<file path="src/rtl/branch_predict_ctrl_pkg.sv">
// branch_predict_ctrl_pkg: shared encodings, constants and index helpers for the branch predictor
package branch_predict_ctrl_pkg;
  localparam logic [1:0] SNT = 2'b00;
  localparam logic [1:0] WNT = 2'b01;
  localparam logic [1:0] WT  = 2'b10;
  localparam logic [1:0] ST  = 2'b11;
  localparam logic [31:0] INSTR_BYTES = 32'd4;
  localparam int PC_ALIGN = 2;
  function automatic int idx_w(input int entries);
    return $clog2(entries);
  endfunction
endpackage

</file>
<file path="src/rtl/branch_predict_ctrl_sat_counter2.sv">
// sat_counter2: next value of a 2-bit saturating counter, with a force-to-strongly-taken override
module sat_counter2
  import branch_predict_ctrl_pkg::*;
(
  input  logic [1:0] i_cnt,
  input  logic       i_inc,
  input  logic       i_force,
  output logic [1:0] o_cnt
);
  assign o_cnt = i_force ? ST
               : i_inc   ? ((i_cnt == ST)  ? ST  : i_cnt + 2'd1)
               :           ((i_cnt == SNT) ? SNT : i_cnt - 2'd1);
endmodule

</file>
<file path="src/rtl/branch_predict_ctrl.sv">
// branch_predict_ctrl: BHT/BTB next-PC prediction, EX mispredict redirect/flush, training and perf counters
module branch_predict_ctrl
  import branch_predict_ctrl_pkg::*;
#(
  parameter int ENTRIES = 16,
  parameter int TAG_W   = 8
) (
  input  logic        clk,
  input  logic        resetN,
  input  logic [31:0] ifPc,
  output logic        predTaken,
  output logic [31:0] predTarget,
  input  logic        exValid,
  input  logic        exStall,
  input  logic        exIsCtrl,
  input  logic        exIsJump,
  input  logic [31:0] exPc,
  input  logic [31:0] exTarget,
  input  logic        exTaken,
  input  logic        exPredTaken,
  input  logic [31:0] exPredTarget,
  output logic        redirect,
  output logic [31:0] redirectPc,
  output logic        flush,
  output logic [31:0] branchCount,
  output logic [31:0] mispredCount
);
  localparam int IDX = idx_w(ENTRIES);
  localparam int TLO = PC_ALIGN + IDX;

  logic [1:0]       r_bht     [ENTRIES];
  logic [ENTRIES-1:0] r_btb_v;
  logic [TAG_W-1:0] r_btb_tag [ENTRIES];
  logic [31:0]      r_btb_tgt [ENTRIES];
  logic [31:0]      r_branch_cnt;
  logic [31:0]      r_mis_cnt;

  logic [IDX-1:0]   w_if_idx;
  logic [IDX-1:0]   w_ex_idx;
  logic [TAG_W-1:0] w_if_tag;
  logic [TAG_W-1:0] w_ex_tag;
  logic             w_hit;
  logic             w_res;
  logic             w_mis;
  logic [1:0]       w_bht_next;
  logic             w_unused;

  assign w_if_idx = ifPc[TLO-1:PC_ALIGN];
  assign w_ex_idx = exPc[TLO-1:PC_ALIGN];
  assign w_if_tag = ifPc[TLO+TAG_W-1:TLO];
  assign w_ex_tag = exPc[TLO+TAG_W-1:TLO];
  assign w_unused = ^{ifPc, exPc};

  // Lookup reads pre-update state; a tag miss always predicts fall-through
  assign w_hit      = r_btb_v[w_if_idx] && (r_btb_tag[w_if_idx] == w_if_tag);
  assign predTaken  = w_hit && r_bht[w_if_idx][1];
  assign predTarget = predTaken ? r_btb_tgt[w_if_idx] : ifPc + INSTR_BYTES;

  assign w_res      = exValid && exIsCtrl && !exStall;
  assign w_mis      = w_res && ((exTaken != exPredTaken) ||
                                (exTaken && exPredTaken && (exTarget != exPredTarget)));
  assign redirect   = w_mis;
  assign flush      = w_mis;
  assign redirectPc = exTaken ? exTarget : exPc + INSTR_BYTES;

  assign branchCount  = r_branch_cnt;
  assign mispredCount = r_mis_cnt;

  sat_counter2 u_sat (
    .i_cnt   (r_bht[w_ex_idx]),
    .i_inc   (exTaken),
    .i_force (exIsJump),
    .o_cnt   (w_bht_next)
  );

  // BHT counters and BTB valid bits train on every resolved control instruction
  always_ff @(posedge clk or negedge resetN) begin
    if (!resetN) begin
      for (int i = 0; i < ENTRIES; i++) r_bht[i] <= WNT;
      r_btb_v <= '0;
    end else if (w_res) begin
      r_bht[w_ex_idx] <= w_bht_next;
      if (exTaken) r_btb_v[w_ex_idx] <= 1'b1;
    end
  end

  // BTB tag/target payload is qualified by the valid bit, so it needs no reset
  always_ff @(posedge clk) begin
    if (w_res && exTaken) begin
      r_btb_tag[w_ex_idx] <= w_ex_tag;
      r_btb_tgt[w_ex_idx] <= exTarget;
    end
  end

  // Performance counters, wrapping naturally at 2^32
  always_ff @(posedge clk or negedge resetN) begin
    if (!resetN) begin
      r_branch_cnt <= '0;
      r_mis_cnt    <= '0;
    end else begin
      r_branch_cnt <= r_branch_cnt + {31'd0, w_res};
      r_mis_cnt    <= r_mis_cnt + {31'd0, w_mis};
    end
  end
endmodule

</file>
<file path="config.mk">
export PLATFORM = sky130hd
export DESIGN_NAME = branch_predict_ctrl
export DESIGN_NICKNAME = d
export VERILOG_FILES = /design/src/rtl/branch_predict_ctrl_pkg.sv /design/src/rtl/branch_predict_ctrl_sat_counter2.sv /design/src/rtl/branch_predict_ctrl.sv
export SDC_FILE = /design/constraint.sdc
export NUM_CORES = 1
export LEC_CHECK = 0
export BUFFER_PORTS_ARGS = -buffer_cell sky130_fd_sc_hd__buf_4
export CORE_AREA = 2 2 288 290
export CTS_BUF_LIST = sky130_fd_sc_hd__clkbuf_8 sky130_fd_sc_hd__clkbuf_16
export DETAILED_ROUTE_END_ITERATION = 8
export DIE_AREA = 0 0 290 292
export PLACE_DENSITY = 0.65
export SYNTH_ARGS = -nofsm -noshare
export SYNTH_HDL_FRONTEND = slang
export SYNTH_SLANG_ARGS = --single-unit
</file>
<file path="constraint.sdc">
create_clock -name clk -period 3.71 [get_ports clk]
set_clock_uncertainty 0.2 [all_clocks]
set_input_delay 0.742 -clock clk [delete_from_list [all_inputs] [get_ports clk]]
set_output_delay 0.742 -clock clk [all_outputs]
set_load 0.03 [all_outputs]
</file>
==> results_tabular.tex, run 1 <==
\begin{tabular}{lr}
\hline
Metric & Value \\
\hline
\multicolumn{2}{l}{\textbf{Run status}} \\
\quad Status & finished, violations left \\
\quad Violated checks & negative setup slack \\
\multicolumn{2}{l}{\textbf{Cells and area}} \\
\quad Post-layout nets & 2225 \\
\quad Highest-count cells in the layout ignoring fill and taps & sky130\_fd\_sc\_hd\_\_edfxtp\_1, sky130\_fd\_sc\_hd\_\_buf\_4, sky130\_fd\_sc\_hd\_\_mux4\_2 \\
\quad Fill cell count & 6672 \\
\quad Final Instance Count excl. Fillers & 3216 \\
\quad Leading cell type in the layout, fill and taps excluded & sky130\_fd\_sc\_hd\_\_edfxtp\_1 \\
\quad Fraction of layout instances using a drive strength above 1 & 41.9\% \\
\quad Area delta synth->final & 24.5\% \\
\multicolumn{2}{l}{\textbf{Pwr}} \\
\quad Cell area power density & 494 mW/mm\^{}2 \\
\quad P\_int & 15.0 mW \\
\quad Part of the power in combinational logic & 9.2\% \\
\quad Maximum vdd ir drop & 0.000307 V \\
\quad Total power of the final layout & 19.5 mW \\
\quad Leakage power & 14.4 nW \\
\quad Sw Share & 22.9\% \\
\quad Clock share of power & 42.1\% \\
\quad Sequential cell fraction of total power & 48.7\% \\
\quad Net Switching & 4.45 mW \\
\multicolumn{2}{l}{\textbf{Hold path}} \\
\quad Classification of the worst-slack hold path & input port to flip-flop \\
\quad Number of cells on the worst hold path & 1 \\
\quad Hold path startpoint & exTarget[2] \\
\quad Endpoint of the worst hold-timing path & r\_btb\_tgt[4][2]\$\_DFFE\_PP\_ \\
\multicolumn{2}{l}{\textbf{Logic synthesis}} \\
\quad Total standard cell area after synthesis & 0.0316 sq mm \\
\quad Number of synthesized flops with an enable pin & 640 \\
\quad Proportion of synthesized flip-flops having asynchronous set or reset & 14.9\% \\
\quad Top cell type by total area after synthesis & sky130\_fd\_sc\_hd\_\_edfxtp\_1 \\
\quad Predominant post-synthesis flop cell & sky130\_fd\_sc\_hd\_\_edfxtp\_1 \\
\quad Average cell area after synthesis & 19.4 sq um \\
\quad Yosys warns & 0 \\
\quad Number of nets produced by synthesis & 1780 \\
\quad Ranking of synthesized cells by area & sky130\_fd\_sc\_hd\_\_edfxtp\_1, sky130\_fd\_sc\_hd\_\_mux4\_2, sky130\_fd\_sc\_hd\_\_dfrtp\_1 \\
\quad Gate count of the mapped netlist & 1634 \\
\quad Sequential area share after synthesis & 69.6\% \\
\quad Area share of the largest cell type after synthesis & 60.7\% \\
\quad Count of state elements after synthesis & 752 \\
\quad Count of different cell masters after synthesis & 43 \\
\multicolumn{2}{l}{\textbf{Setup path}} \\
\quad Worst reg2reg setup slack & 0.92 ns \\
\quad Crit path kind & flip-flop to output port \\
\quad Worst Path Arrival & 3.38 ns \\
\quad Library cell contributing the largest single delay on the critical path & sky130\_fd\_sc\_hd\_\_mux4\_2 \\
\quad CP Buf/Inv Count & 3 \\
\quad Maximum cell stage delay along the critical path & 0.48 ns \\
\quad Endpoint type of the worst setup path & output port \\
\quad CP startpoint & r\_btb\_tag[8][6]\$\_DFFE\_PP\_ \\
\quad Cell depth of the worst setup path & 10 \\
\quad Maximum net fanout on the critical path & 11 \\
\quad Critical Path RT & 2.77 ns \\
\quad Critical path startpoint category & flip-flop \\
\quad Worst reg2reg endpoint & r\_bht[8]\$\_DFFE\_PN1P\_ \\
\quad Category of cells accounting for the largest share of critical-path delay & multiplexers \\
\quad CP Cell Sequence & mux4\_2 -> mux2i\_2 -> mux2i\_2 -> xor2\_2 -> a2111oi\_4 -> nand4\_4 -> buf\_12 -> buf\_12 -> mux2\_4 -> buf\_6 \\
\quad R2R depth & 5 \\
\quad Reg-to-Reg Start & r\_bht[29]\$\_DFFE\_PN0P\_ \\
\multicolumn{2}{l}{\textbf{GRT}} \\
\quad Grt total ovfl & 0 \\
\quad Number of global-route vias before repair & 18200 \\
\quad Largest net degree at the start of global routing & 79 \\
\quad Global-route wire length before repair & 126000 microns \\
\quad Initial antenna violation count & 3 \\
\quad Global routing usage summed across all routing layers & 20.3\% \\
\multicolumn{2}{l}{\textbf{STA}} \\
\quad Smallest setup slack after layout & -0.614 ns \\
\quad Setup violators final & 33 \\
\quad Number of max-slew violations in the final report & 0 \\
\quad Slew at the pin with the worst max-slew slack & 1.06 ns \\
\quad Timing-limited maximum frequency & 231 MHz \\
\quad Minimum clock period after layout & 4.32 ns \\
\quad Worst slew margin relative to its limit & 29.1\% \\
\quad Unrepaired setup endpoints after global routing & yes \\
\quad Final Hold Slack & 0.243 ns \\
\quad Post-route clock period utilization & 117\% \\
\quad Final hold violations & 0 \\
\multicolumn{2}{l}{\textbf{Die}} \\
\quad Std cell rows & 105 \\
\quad Core box area & 0.0816 sq mm \\
\quad Die extent in x & 290 microns \\
\quad I/O pin cnt & 267 \\
\quad Die ar. & 0.0847 sq mm \\
\quad Initial core utilization & 38.8\% \\
\quad Die Y-Extent & 292 microns \\
\multicolumn{2}{l}{\textbf{CTS}} \\
\quad Max Buffers Root-to-Sink & 3 \\
\quad Latest clock arrival within the worst-skew pair & 0.63 ns \\
\quad Clock root buffer master & sky130\_fd\_sc\_hd\_\_clkbuf\_16 \\
\quad Number of levels in the clock H-tree & 3 \\
\quad TritonCTS clock tree & yes \\
\quad Total clock buffers created by CTS & 80 \\
\quad \# clock sinks & 752 \\
\quad Clk pin slew, worst setup/hold paths & 0.06 ns \\
\multicolumn{2}{l}{\textbf{Place}} \\
\quad GP Congestion & 0.862 \\
\quad Placement-stage worst setup slack & -0.528 ns \\
\quad Post-detailed-placement half-perimeter wirelength & 54300 microns \\
\quad Placed Cells & 3061 \\
\quad Count of input and output buffers & 266 \\
\multicolumn{2}{l}{\textbf{Detailed routing}} \\
\quad Number of optimization iterations in the first detailed-route pass & 5 \\
\quad Routed via count & 17400 \\
\quad Number of design-rule violations left by the first detailed-router iteration & 1611 \\
\quad Drt total wl & 86400 microns \\
\quad DRC violation count after routing & 0 \\
\quad Average vias per placed instance & 5.41 \\
\quad Remaining number of nets flagged by the antenna check after routing & 0 \\
\quad Routed WL per cell & 26.9 microns \\
\multicolumn{2}{l}{\textbf{Job}} \\
\quad \# Max-Cap Violations & 0 \\
\hline
\end{tabular}
-- sequential cells by signal, summed over array words and instances, names as in the netlist --
signal / flops
r_btb_v: 16
mispredCount: 32
branchCount: 32
r_bht: 32
r_btb_tag: 128
r_btb_tgt: 512
-- layer usage --
| layer | GRT usage (%) | routed length [microns] | up-vias |
|---|---|---|---|
| met5 | 0 | 8 | - |
| met4 | 4.33 | 1450 | 2 |
| met3 | 4.59 | 6740 | 104 |
| met2 | 33.1 | 41700 | 692 |
| met1 | 28.1 | 36500 | 9187 |
| li1 | - | - | 7416 |
-- logic make-up after synthesis --
kind of cell | after synthesis | synth area share, %
compound gates | 35 | 0.692
buf+inv | 82 | 1.40
xor+xnor | 158 | 4.37
fa+ha+maj | 11 | 0.431
simple gates | 291 | 4.71
flops | 752 | 69.6
mux | 305 | 18.8
-- cell type report --
cell class | instances | area (sq um) | share of cell area, %
Tap cell | 1070 | 1340 | 3.40
Clock buffer | 80 | 2000 | 5.08
Inverter | 10 | 37.5 | 0.0952
Antenna cell | 1 | 2.50 | 0.00635
Timing Repair Buffer | 435 | 3960 | 10.0
Multi-Input combinational cell | 800 | 9320 | 23.6
Clock inverter | 68 | 714 | 1.81
Sequential cell | 752 | 22000 | 55.9
-- metrics by stage --
step	utilization (%)	instance area (sq um)	setup TNS, ns
2_1_floorplan	-	31800	-3.21
3_3_place_gp	44.6	36300	-21.13
3_5_place_dp	44.6	36300	-23.31
4_1_cts	48.2	39300	-18.40
5_1_grt	48.3	39400	-22.06
6_report	48.3	39400	-18.97
-- synth_stat cells, types with 3 or more instances --
library cell               number
sky130_fd_sc_hd__and4_1         9
sky130_fd_sc_hd__xor2_1        58
sky130_fd_sc_hd__nor2b_1        3
sky130_fd_sc_hd__dfrtp_1       96
sky130_fd_sc_hd__mux2_2        30
sky130_fd_sc_hd__o21ai_0       28
sky130_fd_sc_hd__mux4_1         7
sky130_fd_sc_hd__buf_2         31
sky130_fd_sc_hd__clkbuf_1      25
sky130_fd_sc_hd__buf_4          5
sky130_fd_sc_hd__mux2i_1       27
sky130_fd_sc_hd__nor3_1        13
sky130_fd_sc_hd__buf_6          9
sky130_fd_sc_hd__mux4_2       203
sky130_fd_sc_hd__nand2b_1       3
sky130_fd_sc_hd__nand4_1       27
sky130_fd_sc_hd__mux2_4        38
sky130_fd_sc_hd__dfstp_2       16
sky130_fd_sc_hd__edfxtp_1     640
sky130_fd_sc_hd__nand3_1       43
sky130_fd_sc_hd__ha_1          10
sky130_fd_sc_hd__inv_1         10
sky130_fd_sc_hd__nor2_1        41
sky130_fd_sc_hd__nand2_1       81
sky130_fd_sc_hd__xnor2_1      100
sky130_fd_sc_hd__and2_1        20
sky130_fd_sc_hd__and3_1        28
sky130_fd_sc_hd__or2_2         16
-- power groups by stage --
stage          Combinational, mW  Sequential [mW]  Clock, mW
2_1_floorplan              0.883             9.70          0
3_3_place_gp                1.73             9.64          0
3_5_place_dp                1.75             9.65          0
4_1_cts                     1.79             9.48       8.32
5_1_grt                     1.90             9.49       8.67
6_report                    1.78             9.48       8.19
-- how the worst max path moves through the flow --
stage | slack, ns | to
after global placement | -0.50 | predTarget[24]
after CTS | -0.60 | predTarget[22]
final | -0.61 | predTarget[6]
after detailed placement | -0.53 | predTarget[23]
after floorplan | -0.11 | predTarget[10]
after global routing | -0.70 | predTarget[29]
-- timing repair --
action                                 in CTS  in global routing
setup endpoints to repair                  36                 38
resized for setup                          41                 26
setup buffers                               2                  2
hold buffers                                1                  0
endpoints found under the hold margin      24                  0
gates cloned                                2                  0
pin swaps                                   4                  7
No activity file was read; power rests on OpenSTA's default activity.
==> run 2, diff against run 1 <==
Settings changed: CORE_AREA 2 2 288 290 to 2 2 287 289, DIE_AREA 0 0 290 292 to 0 0 289 291, SYNTH_HIERARCHICAL set to 1.
==> run 2 against run 1 <==
Net effect: the run ends with negative hold slack, negative setup slack left; critical path type unchanged; non-clock buffer count increased by 15; combinational power decreased by 3%; highest routed layer unchanged; register-to-register slack got worse by 0.15 ns.
==> results_tabular.tex, run 2 <==
\begin{tabular}{lr}
\hline
Metric & Value \\
\hline
\multicolumn{2}{l}{\textbf{Run status}} \\
\quad Status & finished, violations left \\
\quad Violated checks & negative hold slack, negative setup slack \\
\multicolumn{2}{l}{\textbf{Detailed routing}} \\
\quad Routed WL per cell & 26.1 microns \\
\quad Routed via count & 17300 \\
\quad Number of design-rule violations left by the first detailed-router iteration & 1540 \\
\quad DRC violation count after routing & 0 \\
\quad Number of optimization iterations in the first detailed-route pass & 5 \\
\quad Average vias per placed instance & 5.39 \\
\quad Drt total wl & 84000 microns \\
\quad Remaining number of nets flagged by the antenna check after routing & 0 \\
\multicolumn{2}{l}{\textbf{Logic synthesis}} \\
\quad Number of synthesized flops with an enable pin & 640 \\
\quad Area share of the largest cell type after synthesis & 61.2\% \\
\quad Average cell area after synthesis & 19.3 sq um \\
\quad Ranking of synthesized cells by area & sky130\_fd\_sc\_hd\_\_edfxtp\_1, sky130\_fd\_sc\_hd\_\_mux4\_2, sky130\_fd\_sc\_hd\_\_dfrtp\_1 \\
\quad Gate count of the mapped netlist & 1624 \\
\quad Predominant post-synthesis flop cell & sky130\_fd\_sc\_hd\_\_edfxtp\_1 \\
\quad Sequential area share after synthesis & 70.2\% \\
\quad Top cell type by total area after synthesis & sky130\_fd\_sc\_hd\_\_edfxtp\_1 \\
\quad Total standard cell area after synthesis & 0.0314 sq mm \\
\quad Proportion of synthesized flip-flops having asynchronous set or reset & 14.9\% \\
\quad Most numerous cell types in the synthesized netlist & sky130\_fd\_sc\_hd\_\_edfxtp\_1, sky130\_fd\_sc\_hd\_\_mux4\_2, sky130\_fd\_sc\_hd\_\_xnor2\_1 \\
\quad Yosys warns & 6 \\
\quad Count of different cell masters after synthesis & 42 \\
\quad Most common cell in the synthesized netlist & sky130\_fd\_sc\_hd\_\_edfxtp\_1 \\
\quad Count of state elements after synthesis & 752 \\
\quad Number of nets produced by synthesis & 1770 \\
\multicolumn{2}{l}{\textbf{Die}} \\
\quad Core box area & 0.0812 sq mm \\
\quad Die ar. & 0.0841 sq mm \\
\quad Die Y-Extent & 291 microns \\
\quad I/O pin cnt & 267 \\
\quad Die extent in x & 289 microns \\
\quad Initial core utilization & 38.7\% \\
\quad Std cell rows & 105 \\
\multicolumn{2}{l}{\textbf{Pwr}} \\
\quad Cell area power density & 489 mW/mm\^{}2 \\
\quad Part of the power in combinational logic & 9.0\% \\
\quad Maximum vdd ir drop & 0.000418 V \\
\quad Clock share of power & 41.9\% \\
\quad Net Switching & 4.31 mW \\
\quad P\_int & 15.0 mW \\
\quad Sw Share & 22.3\% \\
\quad Sequential cell fraction of total power & 49.1\% \\
\quad Leakage power & 14.2 nW \\
\multicolumn{2}{l}{\textbf{STA}} \\
\quad Post-route clock period utilization & 115\% \\
\quad Timing-limited maximum frequency & 234 MHz \\
\quad Setup violators final & 33 \\
\quad Number of max-slew violations in the final report & 0 \\
\quad Unrepaired setup endpoints after global routing & yes \\
\quad Final hold violations & 8 \\
\quad Final Hold Slack & -0.00842 ns \\
\quad Worst slew margin relative to its limit & 28.1\% \\
\quad Smallest setup slack after layout & -0.569 ns \\
\quad Slew at the pin with the worst max-slew slack & 1.08 ns \\
\quad Minimum clock period after layout & 4.28 ns \\
\multicolumn{2}{l}{\textbf{Cells and area}} \\
\quad N\_diodes & 0 \\
\quad Fill cell count & 6697 \\
\quad Post-layout nets & 2231 \\
\quad Final Instance Count excl. Fillers & 3219 \\
\quad Number of flip-flops under the largest register name & 512 \\
\quad Most flops, register & r\_btb\_tgt \\
\quad Layout Cell Area excl Fill & 0.0394 sq mm \\
\quad Multi-input gate area in the final layout & 0.00917 sq mm \\
\quad Largest regs & r\_btb\_tgt x512, r\_btb\_tag x128 \\
\quad Highest-count cells in the layout ignoring fill and taps & sky130\_fd\_sc\_hd\_\_edfxtp\_1, sky130\_fd\_sc\_hd\_\_buf\_4, sky130\_fd\_sc\_hd\_\_mux4\_2 \\
\quad Fraction of layout instances using a drive strength above 1 & 42.6\% \\
\quad Area delta synth->final & 25.5\% \\
\quad Register area & 0.0220 sq mm \\
\quad Leading cell type in the layout, fill and taps excluded & sky130\_fd\_sc\_hd\_\_edfxtp\_1 \\
\multicolumn{2}{l}{\textbf{GRT}} \\
\quad Global routing usage summed across all routing layers & 19.9\% \\
\quad Grt total ovfl & 0 \\
\quad Global-route wire length before repair & 122000 microns \\
\quad Number of global-route vias before repair & 18000 \\
\quad Initial antenna violation count & 3 \\
\quad Largest net degree at the start of global routing & 81 \\
\multicolumn{2}{l}{\textbf{CTS}} \\
\quad Total clock buffers created by CTS & 79 \\
\quad Number of levels in the clock H-tree & 3 \\
\quad Clock root buffer master & sky130\_fd\_sc\_hd\_\_clkbuf\_16 \\
\quad \# clock sinks & 752 \\
\quad Clk pin slew, worst setup/hold paths & 0.06 ns \\
\quad Max Buffers Root-to-Sink & 3 \\
\quad Latest clock arrival within the worst-skew pair & 0.62 ns \\
\quad TritonCTS clock tree & yes \\
\multicolumn{2}{l}{\textbf{Hold path}} \\
\quad Classification of the worst-slack hold path & input port to asynchronous set/reset pin \\
\multicolumn{2}{l}{\textbf{Place}} \\
\quad GP Congestion & 0.865 \\
\quad Post-detailed-placement half-perimeter wirelength & 51800 microns \\
\quad Instance area at placement & 0.0362 sq mm \\
\quad Count of input and output buffers & 266 \\
\quad Placed Cells & 3055 \\
\multicolumn{2}{l}{\textbf{Setup path}} \\
\quad Reg-to-Reg Start & r\_bht[0]\$\_DFFE\_PN1P\_ \\
\quad Worst Path Arrival & 3.34 ns \\
\quad Crit path kind & flip-flop to output port \\
\quad Endpoint type of the worst setup path & output port \\
\quad Critical path startpoint category & flip-flop \\
\quad Critical Path RT & 2.77 ns \\
\quad Maximum net fanout on the critical path & 10 \\
\quad CP startpoint & r\_btb\_tag[15][4]\$\_DFFE\_PP\_ \\
\multicolumn{2}{l}{\textbf{Job}} \\
\quad \# Max-Cap Violations & 0 \\
\hline
\end{tabular}
==> run 2: changes by cell type after synthesis, sizes merged, moves of 3 or more <==
cell    previous run  this run
xor2              58        39
xnor2            100       118
buf               47        32
clkbuf            25        38
mux2i             27        18
nand2             81        73
and3              28        21
nand3             43        50
nor2              41        34
nor4               2         5
==> run 2: per-layer routing <==
| metal | GRT usage, % | routed length [microns] | share of wire (%) | up-vias |
|---|---|---|---|---|
| li1 | - | - | - | 7442 |
| met1 | 27.2 | 35300 | 42 | 9143 |
| met2 | 32.7 | 41300 | 49 | 642 |
| met3 | 3.85 | 5440 | 6.5 | 117 |
| met4 | 4.97 | 1940 | 2.3 | 4 |
| met5 | 0 | 30 | 0.036 | - |
==> run 2: timing repair <==
action,4_1_cts,5_1_grt
buffers inserted,6,8
hold endpoints to repair,0,0
pin swaps,3,3
hold buffers,0,0
cloned,3,2
endpoints found under the setup margin,38,44
gates resized for setup,54,17
==> run 2: through the flow <==
stage	power, mW	hold slack [ns]	worst slack (ns)	util [%]	TNS, ns
2_1_floorplan	10.5	0.234	-0.235	-	-7.31
3_3_place_gp	11.3	0.248	-0.719	44.6	-32.30
3_5_place_dp	11.3	0.247	-0.762	44.6	-34.68
4_1_cts	19.4	0.00465	-0.585	48.3	-18.23
5_1_grt	19.9	0.0391	-0.643	48.5	-20.34
6_report	19.3	-0.00842	-0.569	48.5	-17.73
==> run 2: cell type report <==
class	instances	area share (%)
flip-flops and latches	752	55.9
multi-input cells	791	23.3
repair buffers	450	10.5
clock buffers	88	5.44
well taps	1070	3.40
clock inverters	57	1.38
inverters	11	0.105
==> run 2: power by group through the flow <==
stage,sequential (mW),clock (mW),combinational (mW)
2_1_floorplan,9.70,0,0.833
5_1_grt,9.48,8.54,1.85
3_5_place_dp,9.64,0,1.69
3_3_place_gp,9.63,0,1.66
6_report,9.47,8.08,1.73
4_1_cts,9.47,8.21,1.74
==> run 2: final timing paths <==
check,end,cells after the start,slack [ns]
min in group clk,r_btb_tag[9][4]$_DFFE_PP_,1,0.13
max,predTarget[13],9,-0.57
min,mispredCount[7]$_DFF_PN0_,1,-0.008
min reg2reg,r_btb_v[13]$_DFFE_PN0P_,1,0.26
max in group asynchronous,r_bht[8]$_DFFE_PN1P_,2,2.51
max reg2reg,r_bht[0]$_DFFE_PN1P_,5,0.77
==> run 2: cells by family after synthesis <==
family          count (synthesis)  synth area share [%]
flops                         752                  70.2
fa+ha+maj                      10                 0.399
simple gates                  289                  4.83
compound gates                 37                 0.650
mux                           298                  18.4
buf+inv                        81                  1.18
xor+xnor                      157                  4.38
==> run 2: worst max-delay path: stages, from the launching register on <==
cell	delay, ns
sky130_fd_sc_hd__edfxtp_1	0.37
sky130_fd_sc_hd__mux4_2	0.48
sky130_fd_sc_hd__mux4_2	0.54
sky130_fd_sc_hd__xor2_4	0.19
sky130_fd_sc_hd__nor4_4	0.19
sky130_fd_sc_hd__nand4_4	0.14
sky130_fd_sc_hd__buf_12	0.17
sky130_fd_sc_hd__buf_12	0.15
sky130_fd_sc_hd__mux2_4	0.31
sky130_fd_sc_hd__buf_6	0.14
